--- config.mk ---
export PLATFORM = sky130hd
export DESIGN_NAME = sram_march_bist
export DESIGN_NICKNAME = d
export VERILOG_FILES = /design/src/rtl/sram_march_bist.sv
export SDC_FILE = /design/constraint.sdc
export NUM_CORES = 1
export LEC_CHECK = 0
export CORE_MARGIN = 4
export CORE_UTILIZATION = 47
export CTS_BUF_LIST = sky130_fd_sc_hd__clkbuf_2 sky130_fd_sc_hd__clkbuf_4 sky130_fd_sc_hd__clkbuf_8
export CTS_CLUSTER_DIAMETER = 100
export DETAILED_ROUTE_END_ITERATION = 10
export PLACE_DENSITY_LB_ADDON = 0.05
export SLEW_MARGIN = 20
export SYNTH_ARGS = -nofsm -noshare
export SYNTH_HDL_FRONTEND = slang
export SYNTH_SLANG_ARGS = --single-unit
--- constraint.sdc ---
create_clock -name clk -period 3.4 [get_ports clk]
set_input_delay 1.02 -clock clk [delete_from_list [all_inputs] [get_ports clk]]
set_output_delay 1.02 -clock clk [all_outputs]
set_load 0.02 [all_outputs]
--- src/rtl/sram_march_bist.sv ---
// Word-oriented March self-test: {w P}up {r P, w ~P}up {r ~P, w P}down {r P}down.
// SRAM port outputs are registered, so the access chosen in a state reaches the SRAM one cycle later.
module sram_march_bist #(
  parameter int unsigned       ADDR_W  = 14,
  parameter int unsigned       DATA_W  = 32,
  parameter logic [DATA_W-1:0] PATTERN = DATA_W'(32'hA5A5_5A5A)
) (
  input  logic              clk,
  input  logic              rst_n,
  input  logic              start,
  output logic              mem_we,
  output logic [ADDR_W-1:0] mem_addr,
  output logic [DATA_W-1:0] mem_data_in,
  input  logic [DATA_W-1:0] mem_data_out,
  output logic              busy,
  output logic              done,
  output logic              pass,
  output logic [ADDR_W-1:0] fail_addr,
  output logic [DATA_W-1:0] fail_data
);

  localparam logic [ADDR_W-1:0] ADDR_MAX  = '1;
  localparam logic [ADDR_W-1:0] ADDR_ZERO = '0;
  localparam logic [ADDR_W-1:0] ADDR_ONE  = ADDR_W'(1);

  typedef enum logic [2:0] {
    IDLE, M0_W, M1_R, M1_W, M2_R, M2_W, M3_R, M3_CHK
  } state_e;

  state_e              state_q, state_d;
  logic [ADDR_W-1:0]   addr_q, addr_d;
  logic                mem_we_q, mem_we_d;
  logic [ADDR_W-1:0]   mem_addr_q, mem_addr_d;
  logic [DATA_W-1:0]   mem_data_in_q, mem_data_in_d;
  logic                busy_q, busy_d;
  logic                done_q, done_d;
  logic                pass_q, pass_d;
  logic [ADDR_W-1:0]   fail_addr_q, fail_addr_d;
  logic [DATA_W-1:0]   fail_data_q, fail_data_d;
  logic                cmp_en;
  logic [DATA_W-1:0]   cmp_exp;
  logic                mismatch;

  always_ff @(posedge clk or negedge rst_n) begin
    if (!rst_n) begin
      state_q       <= IDLE;
      addr_q        <= '0;
      mem_we_q      <= 1'b0;
      mem_addr_q    <= '0;
      mem_data_in_q <= '0;
      busy_q        <= 1'b0;
      done_q        <= 1'b0;
      pass_q        <= 1'b0;
      fail_addr_q   <= '0;
      fail_data_q   <= '0;
    end else begin
      state_q       <= state_d;
      addr_q        <= addr_d;
      mem_we_q      <= mem_we_d;
      mem_addr_q    <= mem_addr_d;
      mem_data_in_q <= mem_data_in_d;
      busy_q        <= busy_d;
      done_q        <= done_d;
      pass_q        <= pass_d;
      fail_addr_q   <= fail_addr_d;
      fail_data_q   <= fail_data_d;
    end
  end

  always_comb begin
    state_d       = state_q;
    addr_d        = addr_q;
    mem_we_d      = 1'b0;
    mem_addr_d    = mem_addr_q;
    mem_data_in_d = mem_data_in_q;
    busy_d        = busy_q;
    done_d        = 1'b0;
    pass_d        = pass_q;
    fail_addr_d   = fail_addr_q;
    fail_data_d   = fail_data_q;
    cmp_en        = 1'b0;
    cmp_exp       = PATTERN;

    // Read data on the port belongs to the address currently driven on mem_addr.
    unique case (state_q)
      M1_W:    cmp_en = 1'b1;
      M2_W: begin
        cmp_en  = 1'b1;
        cmp_exp = ~PATTERN;
      end
      M3_R:    cmp_en = (addr_q != ADDR_MAX);
      M3_CHK:  cmp_en = 1'b1;
      default: cmp_en = 1'b0;
    endcase
    mismatch = cmp_en && (mem_data_out != cmp_exp);

    unique case (state_q)
      IDLE: begin
        if (start) begin
          state_d     = M0_W;
          addr_d      = ADDR_ZERO;
          busy_d      = 1'b1;
          pass_d      = 1'b0;
          fail_addr_d = '0;
          fail_data_d = '0;
        end
      end
      M0_W: begin
        mem_we_d      = 1'b1;
        mem_addr_d    = addr_q;
        mem_data_in_d = PATTERN;
        if (addr_q == ADDR_MAX) begin
          state_d = M1_R;
          addr_d  = ADDR_ZERO;
        end else begin
          addr_d = addr_q + ADDR_ONE;
        end
      end
      M1_R: begin
        mem_addr_d = addr_q;
        state_d    = M1_W;
      end
      M1_W: begin
        mem_we_d      = 1'b1;
        mem_addr_d    = addr_q;
        mem_data_in_d = ~PATTERN;
        if (addr_q == ADDR_MAX) begin
          state_d = M2_R;
        end else begin
          state_d = M1_R;
          addr_d  = addr_q + ADDR_ONE;
        end
      end
      M2_R: begin
        mem_addr_d = addr_q;
        state_d    = M2_W;
      end
      M2_W: begin
        mem_we_d      = 1'b1;
        mem_addr_d    = addr_q;
        mem_data_in_d = PATTERN;
        if (addr_q == ADDR_ZERO) begin
          state_d = M3_R;
          addr_d  = ADDR_MAX;
        end else begin
          state_d = M2_R;
          addr_d  = addr_q - ADDR_ONE;
        end
      end
      M3_R: begin
        mem_addr_d = addr_q;
        if (addr_q == ADDR_ZERO) begin
          state_d = M3_CHK;
        end else begin
          addr_d = addr_q - ADDR_ONE;
        end
      end
      M3_CHK: begin
        state_d = IDLE;
        busy_d  = 1'b0;
        done_d  = 1'b1;
        pass_d  = 1'b1;
      end
      default: state_d = IDLE;
    endcase

    // First mismatch: drop the pending access, record it and finish.
    if (mismatch) begin
      mem_we_d      = 1'b0;
      mem_addr_d    = mem_addr_q;
      mem_data_in_d = mem_data_in_q;
      state_d       = IDLE;
      busy_d        = 1'b0;
      done_d        = 1'b1;
      pass_d        = 1'b0;
      fail_addr_d   = mem_addr_q;
      fail_data_d   = mem_data_out;
    end
  end

  assign mem_we      = mem_we_q;
  assign mem_addr    = mem_addr_q;
  assign mem_data_in = mem_data_in_q;
  assign busy        = busy_q;
  assign done        = done_q;
  assign pass        = pass_q;
  assign fail_addr   = fail_addr_q;
  assign fail_data   = fail_data_q;

endmodule
* After elaboration in Yosys (flattened, before gate mapping)
Index checks and enable logic that the tools add are counted.
** Word-level totals
- Output and inout bits :: 96
- Word-level logic and storage cells :: 78
- Bits of input ports :: 35
- Register bits :: 113
** Operators by class
- Add/subtract/negate cells :: 2
- Reductions and logical operators :: 18
- Bitwise operators :: 1
- Mux-type cells :: 31
- Equality and inequality tests :: 16
** Operators with widths (count)
- 32-bit 2-to-1 mux :: 4
- 14-bit 2-to-1 mux :: 7
- 14-bit one-hot mux with 5 select lines :: 1
- 32-bit one-hot mux with 2 select lines :: 1
- 32-bit != test :: 1
- 3-bit one-hot mux with 8 select lines :: 1
- 3-bit 2-to-1 mux :: 5
- 14-bit by 1-bit adder with 14-bit output, second input constant :: 1
- 14-bit == test, second input constant :: 1
- 14-bit logical NOT :: 1
- 14-bit != test, second input constant :: 1
- 14-bit by 1-bit subtractor with 14-bit output, second input constant :: 1
- 3-bit == test, second input constant :: 4
- 3-bit != test, second input constant :: 3
- 1-bit 2-to-1 mux :: 8
- 2-bit AND reduction :: 4
- 3-bit by 2-bit == test with 1-bit output, second input constant :: 2
- 2-bit != test, second input constant :: 3
- 1-bit one-hot mux with 2 select lines :: 3
- 2-bit nonzero test :: 3
- 3-bit OR reduction :: 2
- 6-bit OR reduction :: 1
- 5-bit nonzero test :: 1
- 4-bit AND reduction :: 1
- other kinds (8) :: 8

* Logic depth before layout (Yosys ltp)
- Depth after elaboration :: 6
- Mapped depth :: 9
- Depth with buffers taken out :: 8

* Worst setup path after synthesis
OpenSTA, ideal clock, no wires.
- Path type :: input -> register
- From :: in mem_data_out[1]
- To :: reg mem_addr_q[10], in the netlist mem_addr[10]
- Setup time :: 125 ps
- Required time :: 3275 ps
- Buffers on the path :: 1
- Slack :: 647 ps
- Arrival time :: 2628 ps
- Stages on the path :: 7
- Cells stage by stage :: nor4b_1 nand4_1 nor4_1 nor2_1 a21o_1 buf_2 mux2_2
** On the way
- Cells in the longest elaborated chain, start to end :: 4
** RTL lines
- start: declaration :: line 14 : input logic [DATA_W-1:0] mem_data_out,
- 32-bit != test :: line 95 : mismatch = cmp_en && (mem_data_out != cmp_exp);
- 1-bit logical AND :: line 95
- 1-bit inverter (no source line)
- 2-bit AND reduction (no source line)
- end signal: assignment :: line 60 : mem_addr_q <= mem_addr_d;
- end: declaration :: line 33 : logic [ADDR_W-1:0] mem_addr_q, mem_addr_d;
No other way between the ends.
A chain may end at the register's enable or synchronous reset.

* Worst setup path after layout
- From :: in mem_data_out[1]
- To :: reg mem_addr_q[3], in the netlist mem_addr[3]
Same word-level chain as after synthesis.

==> qor.yml <==
power:
  ir_drop_uv: 275
  power_leakage_nw: 2.62
  finalPower_mw: 2.65
  powerDensity_nw_per_um2: 432
sta:
  finClkSkew_ns: 0.0111
  drv_slew: 0
  rsz0062_at_grt: "false"
  fin_crit_ns: 3.07
  hold_violations: 0
  maxSlewHeadroom: 0.466
  worst_pin_slew_ns: 0.795
  fmax_ghz: 0.326
  fin_crit_sh: 0.903
  setup_viol: 0
  setup_slack_ns: 0.330
critical_path:
  critical_path_required_ns: 3.64
  cp-start-kind: "input port"
  cp_max_fo: 13
  reg2reg_slack_ns: 0.67
  cpMaxStageDelayCell: "clkdlybuf4s50_1"
  worst-setup-path-type: "input port to register"
  crit_arrival_ns: 3.31
  cpPeakStageDelay_ns: 0.45
  crit_chain: "clkdlybuf4s50_1 > nor4b_1 > nand4_1 > nor4_2 > nor2_1 > a21o_1 > buf_4 > mux2i_1"
  cp-end-kind: "register"
grt:
  antenna_found_initial: 0
  grt_pass1_wl_mm: 19.2
  grt_max_degree: 54
  grt.overflow.total: 0
  first_global_vias: 3735
  track_usage: 0.209
routing:
  finalWirelength_mm: 12.1
  viasPerCell: 5.28
  drcViolationCount: 0
  wl_per_cell_um: 16.3
  first_iter_violations: 269
  vias: 3909
  drtAntennaViolNets: 0
  dr.pass1.iters: 4
synthesis:
  synth_fp_nets: 545
  synthCells: 508
  synth.distinct_cells: 62
  ys_seq_elements: 83
  synth_warnings: 0
  ys_seq_area_frac: 0.440
  synth_area_per_cell_um2: 9.30
  synthFlopType: "dfrtp_1"
  syn_area_um2: 4720
  async_flop_share: 1.00
  synth.top_cells.by_area: "dfrtp_1 44%, mux2i_1 11%, buf_4 4.9%, nand2_1 4.8%, inv_1 4.4%"
  yosys.area.top_type: "dfrtp_1"
  yosysTopAreaCellShare: 0.440
  synth_edf_count: 0
clocking:
  path_clk_slew_ns: 0.08
  cts_hold_buf: 0
  cts_tree: "done"
  cts_buffer_depth: 2
  clk_latency_ns: 0.36
  numCtsBuffers: 9
  cts_sinks: 83
  cts-htree-levels: 3
  clockRootBuffer: "clkbuf_8"
final_layout:
  area_delta_synth_final_pct: 29.6
  final_common_cell: "clkdlybuf4s50_1"
  nFillCells: 855
  final_cell_mix: "129 x clkdlybuf4s50_1, 83 x dfrtp_1, 60 x nand2_1"
  antenna_cells: 0
  utilization: 0.627
  nets: 640
  drive_above_1_share: 0.0824
placed_design:
  hpwl_mm: 8.94
  io_buffers: 130
  gp_congestion: 0.914
  dpl_worst_slack_ns: -0.119
die:
  core_area_um2: 9770
  io-pin-count: 131
  die_area_um2: 11700
  initial_core_util: 0.483
  rows: 36
  die_w_um: 108
  die_h_um: 108
flow_run:
  maxCapViolations: 0
worst_hold_path:
  min_path_type: "register to register"
run_status:
  status: "completed"
cells in the mapped netlist (all sizes together), types with 2 or more instances:
library cell / instances
dfrtp: 83
nand2: 60
inv: 55
mux2i: 50
buf: 43
nor2: 36
o21ai: 23
a21oi: 16
clkbuf: 15
nand4: 12
mux2: 11
nor3: 10
nand3: 8
nor4bb: 7
xor2: 5
a22oi: 4
a31oi: 4
or3: 4
a211oi: 3
and2: 3
and4b: 3
nor2b: 3
nor4: 3
o22ai: 3
o31ai: 3
or4: 3
xnor2: 3
a2111oi: 2
a21o: 2
a311o: 2
and3: 2
ha: 2
nor3b: 2
nor4b: 2
o211ai: 2
o21bai: 2
layout make-up:
type                       count  area, um2  share of cell area
multi-input combinational    312       2090               0.342
inverter                      55        206              0.0337
clock buffer                   9        124              0.0202
tap                          133        166              0.0272
sequential                    83       2080               0.339
clock inverter                 6       43.8             0.00715
timing repair buffer         142       1410               0.231
per-stage QoR:
| step | cell area [um2] | instances | setup TNS (ns) | hold WS (ns) |
|---|---|---|---|---|
| after floorplan | 4720 | 508 | 0 | 0.529 |
| after global placement | 5950 | 725 | -0.316 | 0.510 |
| after detailed placement | 5950 | 725 | -1.25 | 0.515 |
| after CTS | 6120 | 740 | 0 | 0.529 |
| after global routing | 6120 | 740 | 0 | 0.553 |
| final | 6120 | 740 | 0 | 0.525 |
timing repair:
| item | 4_1_cts | 5_1_grt |
|---|---|---|
| endpoints found under the setup margin | 0 | 1 |
| gates resized for setup | 0 | 1 |
| setup buffers | 0 | 0 |
kinds of logic (layout without fill, tap and decap cells):
| kind of cell | after synthesis | count (layout) | synth area share |
|---|---|---|---|
| simple gates | 163 | 163 | 0.176 |
| buf+inv | 113 | 212 | 0.120 |
| flops | 83 | 83 | 0.440 |
| compound gates | 77 | 77 | 0.110 |
| mux | 61 | 61 | 0.132 |
| xor+xnor | 8 | 8 | 0.0148 |
| fa+ha+maj | 3 | 3 | 0.00741 |
where the power goes:
group | total (mW) | switching [mW] | internal [mW] | leakage, nW
registers | 1.14 | 0.0845 | 1.05 | 1.13
clock network | 0.626 | 0.364 | 0.262 | 0.0850
logic | 0.882 | 0.518 | 0.364 | 1.41
final timing paths:
kind / start / to / cells after the start
worst max-delay path: mem_data_out[1] / mem_addr[3]$_DFFE_PN0P_ / 8
worst min-delay path: fail_data[31]$_DFFE_PN0P_ / fail_data[31]$_DFFE_PN0P_ / 2
worst max register to register: addr_q[7]$_DFFE_PN0P_ / addr_q[5]$_DFFE_PN0P_ / 7
worst min register to register: fail_data[31]$_DFFE_PN0P_ / fail_data[31]$_DFFE_PN0P_ / 2
max in group asynchronous: rst_n / fail_data[14]$_DFFE_PN0P_ / 2
min in group asynchronous: rst_n / fail_data[11]$_DFFE_PN0P_ / 1
worst max-delay path: cells and delay by family:
kind            cells  cell delay [ns]
compound gates      1             0.40
buf+inv             2             0.69
simple gates        4             1.10
mux                 1             0.11
layer usage:
layer / wire, um / up-vias / track usage / part of all wire
met5: 0 / - / 0 / 0
met1: 5260 / 1854 / 0.280 / 0.43
met2: 5760 / 139 / 0.340 / 0.48
met3: 894 / 15 / 0.0376 / 0.074
li1: - / 1901 / - / -
met4: 183 / 0 / 0.0766 / 0.015
state kept, by name (all words and copies together), names as in the netlist:
signal / cells
done: 1
state_q: 3
pass: 1
mem_data_in: 2
busy: 1
fail_addr: 14
mem_addr: 14
mem_we: 1
addr_q: 14
fail_data: 32
Power figures use the tool's default switching activity.
